--- src/rtl/fetch_unit_if.sv ---
// rtl/fetch_unit_if.sv - fetch stage bus: instruction memory port, decode handshake, redirect and status
interface fetch_unit_if;
  logic [31:0] inst_add;
  logic [31:0] inst_code;
  logic        redirect_valid;
  logic [31:0] redirect_target;
  logic        id_ready;
  logic        id_valid;
  logic [31:0] id_inst;
  logic [31:0] id_pc;
  logic [31:0] id_pc_plus4;
  logic        fetch_done;
  logic        misalign_err;

  modport master (
    output inst_add, id_valid, id_inst, id_pc, id_pc_plus4, fetch_done, misalign_err,
    input  inst_code, redirect_valid, redirect_target, id_ready
  );

  modport slave (
    input  inst_add, id_valid, id_inst, id_pc, id_pc_plus4, fetch_done, misalign_err,
    output inst_code, redirect_valid, redirect_target, id_ready
  );
endinterface

--- src/rtl/fetch_unit.sv ---
// rtl/fetch_unit.sv - PC owner and 2-entry fetch buffer feeding decode, with redirect flush
module fetch_unit #(
  parameter logic [31:0] RESET_PC  = 32'd0,
  parameter logic [31:0] LAST_ADDR = 32'd40,
  parameter int          DEPTH     = 2
) (
  input  logic         clk,
  input  logic         reset,
  fetch_unit_if.master bus
);
  logic [31:0] r_pc;
  logic [1:0]  r_count;
  logic        r_wr_ptr;
  logic        r_rd_ptr;
  logic        r_misalign_err;
  logic [31:0] r_buf_inst [0:1];
  logic [31:0] r_buf_pc   [0:1];

  logic w_pop;
  logic w_push;
  logic w_fetch_done;
  logic w_redirect;

  assign w_fetch_done = r_pc > LAST_ADDR;
  assign w_pop        = (r_count != 2'd0) && bus.id_ready;
  // Once misaligned, the unit is frozen: redirects no longer flush or steer.
  assign w_redirect   = bus.redirect_valid && !r_misalign_err;
  assign w_push       = !w_redirect && !w_fetch_done && !r_misalign_err &&
                        ((int'(r_count) < DEPTH) || w_pop);

  always_ff @(posedge clk) begin
    if (!reset) begin
      r_pc           <= RESET_PC;
      r_count        <= 2'd0;
      r_wr_ptr       <= 1'b0;
      r_rd_ptr       <= 1'b0;
      r_misalign_err <= 1'b0;
      for (int i = 0; i < 2; i++) begin
        r_buf_inst[i] <= 32'd0;
        r_buf_pc[i]   <= 32'd0;
      end
    end else if (w_redirect) begin
      r_count  <= 2'd0;
      r_wr_ptr <= 1'b0;
      r_rd_ptr <= 1'b0;
      if (bus.redirect_target[1:0] == 2'b00) begin
        r_pc <= bus.redirect_target;
      end else begin
        r_misalign_err <= 1'b1;
      end
    end else begin
      if (w_push) begin
        r_buf_inst[r_wr_ptr] <= bus.inst_code;
        r_buf_pc[r_wr_ptr]   <= r_pc;
        r_wr_ptr             <= ~r_wr_ptr;
        r_pc                 <= r_pc + 32'd4;
      end
      if (w_pop) begin
        r_rd_ptr <= ~r_rd_ptr;
      end
      r_count <= r_count + {1'b0, w_push} - {1'b0, w_pop};
    end
  end

  assign bus.inst_add     = r_pc;
  assign bus.id_valid     = r_count != 2'd0;
  assign bus.id_inst      = r_buf_inst[r_rd_ptr];
  assign bus.id_pc        = r_buf_pc[r_rd_ptr];
  assign bus.id_pc_plus4  = r_buf_pc[r_rd_ptr] + 32'd4;
  assign bus.fetch_done   = w_fetch_done;
  assign bus.misalign_err = r_misalign_err;
endmodule
--- src/flat_wrapper.sv ---
// flat-port wrapper written by rule: the top's interface ports become plain ports
module fetch_unit_flat 
#(
  parameter logic [31:0] RESET_PC  = 32'd0,
  parameter logic [31:0] LAST_ADDR = 32'd40,
  parameter int          DEPTH     = 2
)
  (clk, reset, bus_inst_add, bus_id_valid, bus_id_inst, bus_id_pc, bus_id_pc_plus4, bus_fetch_done, bus_misalign_err, bus_inst_code, bus_redirect_valid, bus_redirect_target, bus_id_ready);
  fetch_unit_if bus_i ();
  input  logic clk;
  input  logic reset;
  output wire logic [$bits(bus_i.inst_add)-1:0] bus_inst_add;
  output wire logic [$bits(bus_i.id_valid)-1:0] bus_id_valid;
  output wire logic [$bits(bus_i.id_inst)-1:0] bus_id_inst;
  output wire logic [$bits(bus_i.id_pc)-1:0] bus_id_pc;
  output wire logic [$bits(bus_i.id_pc_plus4)-1:0] bus_id_pc_plus4;
  output wire logic [$bits(bus_i.fetch_done)-1:0] bus_fetch_done;
  output wire logic [$bits(bus_i.misalign_err)-1:0] bus_misalign_err;
  input wire logic [$bits(bus_i.inst_code)-1:0] bus_inst_code;
  input wire logic [$bits(bus_i.redirect_valid)-1:0] bus_redirect_valid;
  input wire logic [$bits(bus_i.redirect_target)-1:0] bus_redirect_target;
  input wire logic [$bits(bus_i.id_ready)-1:0] bus_id_ready;
  assign bus_inst_add = bus_i.inst_add;
  assign bus_id_valid = bus_i.id_valid;
  assign bus_id_inst = bus_i.id_inst;
  assign bus_id_pc = bus_i.id_pc;
  assign bus_id_pc_plus4 = bus_i.id_pc_plus4;
  assign bus_fetch_done = bus_i.fetch_done;
  assign bus_misalign_err = bus_i.misalign_err;
  assign bus_i.inst_code = bus_inst_code;
  assign bus_i.redirect_valid = bus_redirect_valid;
  assign bus_i.redirect_target = bus_redirect_target;
  assign bus_i.id_ready = bus_id_ready;
  fetch_unit #(.RESET_PC(RESET_PC), .LAST_ADDR(LAST_ADDR), .DEPTH(DEPTH)) u_core (.clk(clk), .reset(reset), .bus(bus_i));
endmodule
--- config.mk ---
export PLATFORM = sky130hd
export DESIGN_NAME = fetch_unit_flat
export DESIGN_NICKNAME = d
export VERILOG_FILES = /design/src/rtl/fetch_unit_if.sv /design/src/rtl/fetch_unit.sv /design/src/flat_wrapper.sv
export SDC_FILE = /design/constraint.sdc
export NUM_CORES = 1
export LEC_CHECK = 0
export BUFFER_PORTS_ARGS = -buffer_cell sky130_fd_sc_hd__buf_4
export CAP_MARGIN = 20
export CORE_ASPECT_RATIO = 0.7
export CORE_MARGIN = 8
export CORE_UTILIZATION = 45
export CTS_CLUSTER_DIAMETER = 50
export DETAILED_ROUTE_END_ITERATION = 10
export PLACE_DENSITY_LB_ADDON = 0.25
export SYNTH_ARGS = -nofsm -noshare
export SYNTH_HDL_FRONTEND = slang
export SYNTH_SLANG_ARGS = --single-unit
--- constraint.sdc ---
create_clock -name clk -period 9.4 [get_ports clk]
set_input_delay 0 -clock clk [delete_from_list [all_inputs] [get_ports clk]]
set_output_delay 0 -clock clk [all_outputs]
set_load 0.1 [all_outputs]
==> flow_results.xml, run 1 <==
<?xml version="1.0" encoding="UTF-8"?>
<metrics>
  <group name="worst_setup_path">
    <metric name="crit_path_max_fanout" unit="">83</metric>
    <metric name="critical_path.startpoint_type" unit="">flop</metric>
    <metric name="path_class" unit="">reg2out</metric>
    <metric name="critical_path_arrival" unit="ns">3.36</metric>
    <metric name="critPathRequiredTime" unit="ns">9.40</metric>
    <metric name="crit_path_end_kind" unit="">primary output</metric>
  </group>
  <group name="global_route">
    <metric name="use_met1" unit="%">22.08</metric>
    <metric name="gr-max-usage-layer" unit="">met2</metric>
    <metric name="met3_usage" unit="%">6.925</metric>
    <metric name="grt_pass1_vias" unit="">6063</metric>
    <metric name="grt_antenna_before_repair" unit="">0</metric>
    <metric name="routing_usage_on_met2" unit="%">29.36</metric>
    <metric name="grt_first_pass_wirelength" unit="mm">31.95</metric>
    <metric name="grt_start_max_net_pins" unit="">84</metric>
    <metric name="gr-usage-all-layers" unit="%">18.15</metric>
    <metric name="grt_overflow_total" unit="">0</metric>
  </group>
  <group name="clock_network">
    <metric name="clock_tree.buffer_depth" unit="">2</metric>
    <metric name="clk_latency" unit="ns">0.41</metric>
    <metric name="post-cts-setup-buffers" unit="">0</metric>
    <metric name="tritoncts.num_buffers" unit="">17</metric>
    <metric name="cts-root-buf" unit="">clkbuf_16</metric>
    <metric name="clock_slew_seen_by_the_registers_of_the_worst_setup_and_hold_paths" unit="ns">0.06</metric>
    <metric name="cts_htree_levels" unit="">4</metric>
    <metric name="tritoncts_num_sinks" unit="">166</metric>
    <metric name="cts_tree" unit="">yes</metric>
  </group>
  <group name="flow_run">
    <metric name="number_of_maximum_capacitance_violations" unit="">0</metric>
  </group>
  <group name="timing">
    <metric name="fin_skew" unit="ns">0.007880</metric>
    <metric name="period_minus_slack" unit="ns">3.357</metric>
    <metric name="setup_total_negative_slack" unit="ns">0</metric>
    <metric name="timing.final.crit_share" unit="%">35.71</metric>
    <metric name="slew_margin_rel" unit="%">31.19</metric>
    <metric name="timing_worst_slew_pin_value" unit="ns">1.032</metric>
    <metric name="setup_violations" unit="">0</metric>
    <metric name="final-max-slew-violation-count" unit="">0</metric>
    <metric name="max_clock_freq" unit="GHz">0.2979</metric>
    <metric name="rsz0062_at_grt" unit="">false</metric>
    <metric name="report.final.hold_viol_count" unit="">0</metric>
  </group>
  <group name="yosys">
    <metric name="number_of_register_bits_inferred_by_synthesis" unit="">166</metric>
    <metric name="synth_top_area_share" unit="%">49.21</metric>
    <metric name="postSynthCellCount" unit="">632</metric>
    <metric name="syn_area_per_cell" unit="um2">12.36</metric>
    <metric name="synth-main-ff-cell" unit="">edfxtp_1</metric>
    <metric name="cell_type_with_the_largest_total_area_after_synthesis" unit="">edfxtp_1</metric>
    <metric name="synthesis_warning_total" unit="">0</metric>
    <metric name="synth_cell_type_count" unit="">62</metric>
    <metric name="post_synth_instance_area" unit="mm2">0.007811</metric>
    <metric name="synth-seq-area-share" unit="%">58.95</metric>
    <metric name="synth_enable_flop_cells" unit="">128</metric>
    <metric name="netlist_top_cells_area" unit="">edfxtp_1, dfxtp_1, mux2_2, and2_1, nand2_1</metric>
    <metric name="synthArstFlopShare" unit="%">0</metric>
  </group>
  <group name="placed_design">
    <metric name="place_congestion" unit="">0.8308</metric>
    <metric name="place.port_buffers" unit="">198</metric>
    <metric name="place_hpwl" unit="mm">13.45</metric>
  </group>
  <group name="outcome">
    <metric name="status" unit="">complete, no violations</metric>
  </group>
  <group name="die">
    <metric name="top_level_ports" unit="">199</metric>
    <metric name="placeableCoreArea" unit="mm2">0.01707</metric>
    <metric name="floorplan.initialDensity" unit="%">45.77</metric>
    <metric name="die_h" unit="um">126.2</metric>
    <metric name="die_w" unit="um">173.5</metric>
    <metric name="floorplan_die_area" unit="mm2">0.02190</metric>
    <metric name="number_of_cell_rows" unit="">40</metric>
  </group>
  <group name="power">
    <metric name="vdd.ir_drop.worst" unit="V">0.0001259</metric>
    <metric name="powerDensity" unit="mW/mm2">218.3</metric>
    <metric name="power.static_leakage" unit="uW">0.004550</metric>
  </group>
  <group name="final_layout">
    <metric name="area_growth" unit="%">40.57</metric>
    <metric name="final_layout_size_suffix_gt1_share" unit="%">31.91</metric>
    <metric name="multiInputGateArea" unit="mm2">0.003146</metric>
    <metric name="layout.cells.most_common" unit="">buf_4</metric>
    <metric name="combined_flip_flop_and_latch_cell_area" unit="mm2">0.004608</metric>
    <metric name="postLayoutCoreUtil" unit="%">64.34</metric>
    <metric name="n_fill_cell" unit="">1336</metric>
    <metric name="final_nets" unit="">1019</metric>
    <metric name="final_cell_mix" unit="">buf_4, edfxtp_1, and2_1</metric>
    <metric name="antenna_cells" unit="">0</metric>
  </group>
  <group name="worst_hold_path">
    <metric name="timing.hold.worst.class" unit="">in2reg</metric>
  </group>
  <group name="drt">
    <metric name="post-route-drc-count" unit="">0</metric>
    <metric name="number_of_design_rule_violations_left_by_the_first_detailed_router_iteration" unit="">291</metric>
    <metric name="wire_per_inst" unit="um">16.94</metric>
    <metric name="vias" unit="">5813</metric>
    <metric name="via_per_inst" unit="">4.885</metric>
    <metric name="drt_pass_1_iters" unit="">4</metric>
    <metric name="antenna_violating_nets_remaining" unit="">0</metric>
    <metric name="postRouteWirelength" unit="mm">20.16</metric>
  </group>
</metrics>
[final timing paths]
kind	from	endpoint	slack [ns]	depth (start not counted)
worst min-delay path	bus_id_ready	flop	0.01	4
worst min register to register	u_core.bus.inst_add[13]$_SDFFE_PN0P_	u_core.bus.inst_add[13]$_SDFFE_PN0P_	0.49	2
worst max register to register	u_core.bus.inst_add[3]$_SDFFE_PN0P_	u_core.r_buf_inst[0][16]$_SDFFCE_PN0P_	6.34	7
worst max-delay path	flop	bus_id_pc_plus4[30]	6.04	10
[where the power goes]
group / switching, uW / internal (uW)
Clock: 276 / 445
Combinational: 607 / 184
Sequential: 34.9 / 851
[critical path, stage by stage (launching register included)]
cell and delay, ns:
dfxtp_4 1.02, mux2i_1 0.22, inv_1 0.13, ha_1 0.22, nand2_1 0.07, o22ai_1 0.13, and3_1 0.30, nand2b_1 0.16
nand3b_1 0.21, xnor2_1 0.15, buf_4 0.31
[flip-flops by register name (all words and copies together) (netlist names), named ones only]
signal	cells
u_core.bus.inst_add	32
u_core.r_buf_inst	64
u_core.r_count	2
u_core.r_buf_pc	64
u_core.bus.misalign_err	1
u_core.r_wr_ptr	1
u_core.r_rd_ptr	1
[logic make-up (layout without fill, tap and decap cells)]
family          after synthesis  count (layout)  synth area share (%)
other cells                   1              52               0.04801
mux                          63              63                 8.938
xor+xnor                     30              30                 3.364
flops                       166             166                 58.95
fa+ha+maj                     5               5                0.8009
buf+inv                      51             327                 3.524
simple gates                239             239                 17.86
compound gates               77              77                 6.519
[cell type report]
| type | instances | area share (%) |
|---|---|---|
| Timing Repair Buffer | 275 | 20.47 |
| Clock buffer | 20 | 3.977 |
| Inverter | 20 | 0.6837 |
| Sequential cell | 166 | 41.97 |
| Clock inverter | 12 | 1.629 |
| Multi-Input combinational cell | 466 | 28.65 |
| Tap cell | 231 | 2.632 |
[repair_timing]
action / CTS / global route
hold endpoints to repair: 93 / 0
hold buffers: 70 / 0
resized for setup: 0 / 0
[per-layer routing]
metal | vias up | share of wire, %
met3 | 22 | 8.2
li1 | 2874 | -
met4 | 0 | 1.8
met5 | - | 0
met1 | 2727 | 44
met2 | 190 | 46
[through the flow]
| step | setup WS (ns) | instances | hold slack (ns) | instance area [um2] | power [uW] |
|---|---|---|---|---|---|
| after global routing | 5.672 | 1190 | 0.05140 | 10980 | 2478 |
| after CTS | 5.973 | 1190 | 0.005820 | 10980 | 2413 |
| after detailed placement | 6.282 | 1088 | 0.2549 | 9664 | 1670 |
| after global placement | 6.256 | 1087 | 0.2491 | 9649 | 1665 |
| after floorplan | 2.022 | 683 | 0.1360 | 8003 | 1511 |
| final | 6.043 | 1190 | 0.01448 | 10980 | 2397 |
[synth_stat cells, types with 2 or more instances]
library cell / number
and2_1: 74
nor3_4: 2
o21bai_1: 2
nand4b_4: 2
a21o_1: 2
buf_4: 2
and3_1: 8
nand3_1: 23
nor3_2: 2
a21oi_1: 25
mux2i_1: 9
or3_1: 2
nor2b_1: 5
edfxtp_1: 128
a211oi_1: 2
clkbuf_1: 10
o31ai_1: 4
nor4_1: 12
xnor2_1: 19
nor3_1: 5
nor2_1: 21
a22oi_1: 5
ha_1: 5
a21boi_1: 2
dfxtp_1: 38
nand4_1: 11
nand3b_1: 5
a221oi_1: 2
a32oi_1: 2
buf_2: 10
o21ai_0: 17
buf_6: 7
a31oi_1: 2
inv_1: 18
a22oi_2: 2
xor2_1: 11
nor3b_1: 2
nand2b_1: 5
nor4b_1: 2
nand2_1: 51
mux2_2: 53
o311a_1: 3
Power figures use the tool's default switching activity.
==> run 2: changes to the inputs <==
Settings changed: ABC_AREA set to 1.
Clock period 9.4 ns to 2.74 ns, I/O delays scaled along.
==> run 2 against run 1 <==
Setup slack got worse by 5.9 ns. Global-route usage rose by 2.5 points. Die area rose by 10%. Utilization rose by 2.9 points. Register-to-register slack got worse by 6.2 ns. Power rose to 3.5 times the previous value. Sequential power rose to 3.4 times the previous value. First-iteration DRC count rose by 89%.
==> flow_results.xml, run 2 <==
<?xml version="1.0" encoding="UTF-8"?>
<metrics>
  <group name="outcome">
    <metric name="status" unit="">complete, no violations</metric>
  </group>
  <group name="placed_design">
    <metric name="detailedPlace.worstSlack" unit="ns">0.2882</metric>
    <metric name="place_congestion" unit="">0.9689</metric>
    <metric name="place.port_buffers" unit="">198</metric>
    <metric name="place_hpwl" unit="mm">17.69</metric>
    <metric name="placedCellCount" unit="">1439</metric>
  </group>
  <group name="worst_setup_path">
    <metric name="crit_path_end_kind" unit="">primary output</metric>
    <metric name="critPathRequiredTime" unit="ns">2.74</metric>
    <metric name="crit-reg2reg-launch" unit="">u_core.bus.inst_add[2]$_SDFFE_PN0P_</metric>
    <metric name="critical-path-top-cell-by-count" unit="">nand2_1</metric>
    <metric name="worst_path_max_delay_cell" unit="">dfxtp_4</metric>
    <metric name="worst-r2r-setup-slack" unit="ns">0.17</metric>
    <metric name="cp-endpoint" unit="">bus_id_pc_plus4[27]</metric>
    <metric name="path_class" unit="">reg2out</metric>
    <metric name="cp_top_family" unit="">buffers and inverters</metric>
    <metric name="critical_path.startpoint_type" unit="">flop</metric>
    <metric name="worst_path_depth" unit="">11</metric>
    <metric name="timing.reg2reg.worst_path_depth" unit="">11</metric>
    <metric name="reg2reg_to" unit="">u_core.bus.inst_add[3]$_SDFFE_PN0P_</metric>
    <metric name="max_stage_delay" unit="ns">0.38</metric>
    <metric name="worst-path-buf-inv" unit="">4</metric>
    <metric name="crit_path_max_fanout" unit="">12</metric>
    <metric name="critical_path_arrival" unit="ns">2.61</metric>
    <metric name="worstPathCellList" unit="">buf_12 -&gt; o21ai_2 -&gt; nor2_1 -&gt; nand2_1 -&gt; inv_1 -&gt; nand2_1 -&gt; nor2_1 -&gt; buf_4 -&gt; nand2_1 -&gt; xor2_4 -&gt; buf_4</metric>
  </group>
  <group name="timing">
    <metric name="setup_violations" unit="">0</metric>
    <metric name="period_minus_slack" unit="ns">2.612</metric>
    <metric name="final-max-slew-violation-count" unit="">0</metric>
    <metric name="max_clock_freq" unit="GHz">0.3828</metric>
    <metric name="timing_worst_slew_pin_value" unit="ns">0.6950</metric>
    <metric name="timing.final.crit_share" unit="%">95.33</metric>
    <metric name="slew_margin_rel" unit="%">53.18</metric>
    <metric name="fin_skew" unit="ns">0.01416</metric>
    <metric name="timing.final.ws_setup" unit="ns">0.1279</metric>
    <metric name="rsz0062_at_grt" unit="">false</metric>
    <metric name="report.final.hold_viol_count" unit="">0</metric>
  </group>
  <group name="yosys">
    <metric name="synth-seq-area-share" unit="%">52.91</metric>
    <metric name="synth_top_area_share" unit="%">44.17</metric>
    <metric name="synth-main-ff-cell" unit="">edfxtp_1</metric>
    <metric name="postSynthCellCount" unit="">968</metric>
    <metric name="yosys.cell_count.top_type" unit="">nand2_1</metric>
    <metric name="synthArstFlopShare" unit="%">0</metric>
    <metric name="synth_cell_type_count" unit="">42</metric>
    <metric name="synth_enable_flop_cells" unit="">128</metric>
    <metric name="synthesis_warning_total" unit="">0</metric>
    <metric name="post_synth_instance_area" unit="mm2">0.008702</metric>
    <metric name="cell_type_with_the_largest_total_area_after_synthesis" unit="">edfxtp_1</metric>
    <metric name="netlist_top_cells_area" unit="">edfxtp_1, dfxtp_1, nand2_1, nor2_1, inv_1</metric>
    <metric name="number_of_register_bits_inferred_by_synthesis" unit="">166</metric>
    <metric name="syn_area_per_cell" unit="um2">8.990</metric>
    <metric name="ys_top_cells_by_count" unit="">nand2_1, nor2_1, edfxtp_1</metric>
  </group>
  <group name="clock_network">
    <metric name="cts_tree" unit="">yes</metric>
    <metric name="clock_tree.buffer_depth" unit="">2</metric>
    <metric name="clk_latency" unit="ns">0.43</metric>
    <metric name="cts_htree_levels" unit="">4</metric>
    <metric name="clock_slew_seen_by_the_registers_of_the_worst_setup_and_hold_paths" unit="ns">0.07</metric>
    <metric name="tritoncts_num_sinks" unit="">166</metric>
    <metric name="tritoncts.num_buffers" unit="">17</metric>
    <metric name="cts-root-buf" unit="">clkbuf_16</metric>
  </group>
  <group name="power">
    <metric name="vdd.ir_drop.worst" unit="V">0.0005176</metric>
    <metric name="net-switching-power" unit="uW">3496</metric>
    <metric name="power_frac_seq" unit="%">35.9</metric>
    <metric name="power.total" unit="uW">8350</metric>
    <metric name="internal_power_component" unit="uW">4855</metric>
    <metric name="powerDensity" unit="mW/mm2">656.5</metric>
    <metric name="switching_share" unit="%">41.86</metric>
    <metric name="power.static_leakage" unit="uW">0.005317</metric>
    <metric name="clkPwrFrac" unit="%">28.1</metric>
    <metric name="pwr-share-comb" unit="%">36.0</metric>
  </group>
  <group name="final_layout">
    <metric name="n_fill_cell" unit="">1506</metric>
    <metric name="area_growth" unit="%">46.17</metric>
    <metric name="postLayoutCoreUtil" unit="%">67.24</metric>
    <metric name="final_cell_mix" unit="">buf_4, nand2_1, nor2_1</metric>
    <metric name="final_layout_size_suffix_gt1_share" unit="%">29.30</metric>
    <metric name="antenna_cells" unit="">0</metric>
    <metric name="layout.cells.most_common" unit="">buf_4</metric>
    <metric name="final_instance_count_excl_fillers" unit="">1556</metric>
    <metric name="final_nets" unit="">1374</metric>
  </group>
  <group name="drt">
    <metric name="number_of_design_rule_violations_left_by_the_first_detailed_router_iteration" unit="">551</metric>
    <metric name="vias" unit="">7691</metric>
    <metric name="antenna_violating_nets_remaining" unit="">0</metric>
    <metric name="wire_per_inst" unit="um">16.07</metric>
    <metric name="via_per_inst" unit="">4.943</metric>
    <metric name="postRouteWirelength" unit="mm">25.01</metric>
    <metric name="post-route-drc-count" unit="">0</metric>
    <metric name="drt_pass_1_iters" unit="">5</metric>
  </group>
  <group name="die">
    <metric name="number_of_cell_rows" unit="">42</metric>
    <metric name="die_w" unit="um">182.2</metric>
    <metric name="floorplan.initialDensity" unit="%">46.00</metric>
    <metric name="placeableCoreArea" unit="mm2">0.01892</metric>
    <metric name="floorplan_die_area" unit="mm2">0.02411</metric>
    <metric name="top_level_ports" unit="">199</metric>
    <metric name="die_h" unit="um">132.3</metric>
  </group>
  <group name="worst_hold_path">
    <metric name="timing.hold.worst.class" unit="">in2reg</metric>
  </group>
  <group name="global_route">
    <metric name="grt_overflow_total" unit="">0</metric>
    <metric name="grt_first_pass_wirelength" unit="mm">39.81</metric>
    <metric name="grt_antenna_before_repair" unit="">0</metric>
    <metric name="gr-usage-all-layers" unit="%">20.69</metric>
    <metric name="grt_start_max_net_pins" unit="">70</metric>
    <metric name="grt_pass1_vias" unit="">7604</metric>
  </group>
  <group name="flow_run">
    <metric name="number_of_maximum_capacitance_violations" unit="">0</metric>
  </group>
</metrics>
run 2: changes by cell type in the layout (fill, tap and decap cells not counted), moves of 12 or more:
cell / previous run / this run
and2_1: 74 / 0
dlygate4sd3_1: 70 / 83
inv_1: 18 / 124
mux2_2: 53 / 35
nand2_1: 51 / 171
nand3_1: 23 / 52
nor2_1: 21 / 133
nor3_1: 5 / 82
nor4_1: 12 / 0
xnor2_1: 19 / 1
xor2_4: 0 / 17
run 2: worst min-delay path by stage:
stage / cells after the start / startpoint / to
after floorplan: 2 / bus_redirect_target[12] / u_core.bus.inst_add[12]$_SDFFE_PN0P_
after global placement: 3 / bus_redirect_target[12] / u_core.bus.inst_add[12]$_SDFFE_PN0P_
after detailed placement: 3 / bus_redirect_target[12] / u_core.bus.inst_add[12]$_SDFFE_PN0P_
after CTS: 6 / bus_redirect_target[0] / u_core.bus.inst_add[25]$_SDFFE_PN0P_
after global routing: 6 / bus_redirect_target[0] / u_core.bus.inst_add[25]$_SDFFE_PN0P_
final: 6 / bus_redirect_target[0] / u_core.bus.inst_add[26]$_SDFFE_PN0P_
run 2: layer usage:
metal / global-route usage, % / routed length (um) / up-vias
met3: 5.782 / 2219 / 33
li1: - / - / 3789
met5: 0 / 0 / -
met1: 28.49 / 11470 / 3526
met2: 30.85 / 10920 / 343
met4: 6.903 / 398 / 0
run 2: power by group through the flow:
stage / registers [uW] / logic (uW) / clock network, uW
floorplan: 3270 / 2020 / 0
CTS: 3000 / 2990 / 2390
global placement: 3050 / 2860 / 0
global route: 3020 / 3130 / 2480
finish: 3000 / 3010 / 2340
detailed placement: 3060 / 2870 / 0
run 2: cell type report:
| cell class | count | area (um2) | area share, % |
|---|---|---|---|
| clock buffer | 17 | 425.4 | 3.344 |
| clock inverter | 15 | 160.2 | 1.259 |
| inverter | 133 | 514.2 | 4.043 |
| multi-input combinational | 677 | 4090 | 32.16 |
| sequential | 166 | 4612 | 36.26 |
| tap | 242 | 302.8 | 2.380 |
| timing repair buffer | 306 | 2615 | 20.56 |
run 2: cell families (layout without fill, tap and decap cells):
group / count (synthesis) / after routing / synth area share, %
and+or+nand+nor: 479 / 479 / 24.62
buffers and inverters: 176 / 471 / 9.001
DFF: 166 / 166 / 52.91
AOI/OAI and AO/OA: 77 / 77 / 5.263
muxes: 35 / 35 / 4.529
xor gates and xnor gates: 29 / 29 / 2.919
adders and majority gates: 5 / 5 / 0.7189
other: 1 / 52 / 0.04309
run 2: worst min-delay path: cells and delay by family:
| kind | cells | cell delay [ns] |
|---|---|---|
| simple gates | 4 | 0.44 |
| compound gates | 1 | 0.05 |
| buf+inv | 1 | 0.09 |
run 2: stage by stage:
| step | TNS, ns | hold slack [ns] | instance area, um2 |
|---|---|---|---|
| detailed placement | 0 | 0.2274 | 11230 |
| CTS | 0 | 0.2088 | 12670 |
| finish | 0 | 0.1914 | 12720 |
| global placement | 0 | 0.2258 | 11230 |
| floorplan | -0.1675 | 0.1349 | 9469 |
| global route | 0 | 0.2125 | 12720 |
run 2: timing repair:
item	4_1_cts	5_1_grt
hold endpoints to repair	97	0
gates resized for setup	3	6
setup endpoints to repair	10	19
gates cloned	0	0
hold buffers	83	0
buffers inserted	1	1
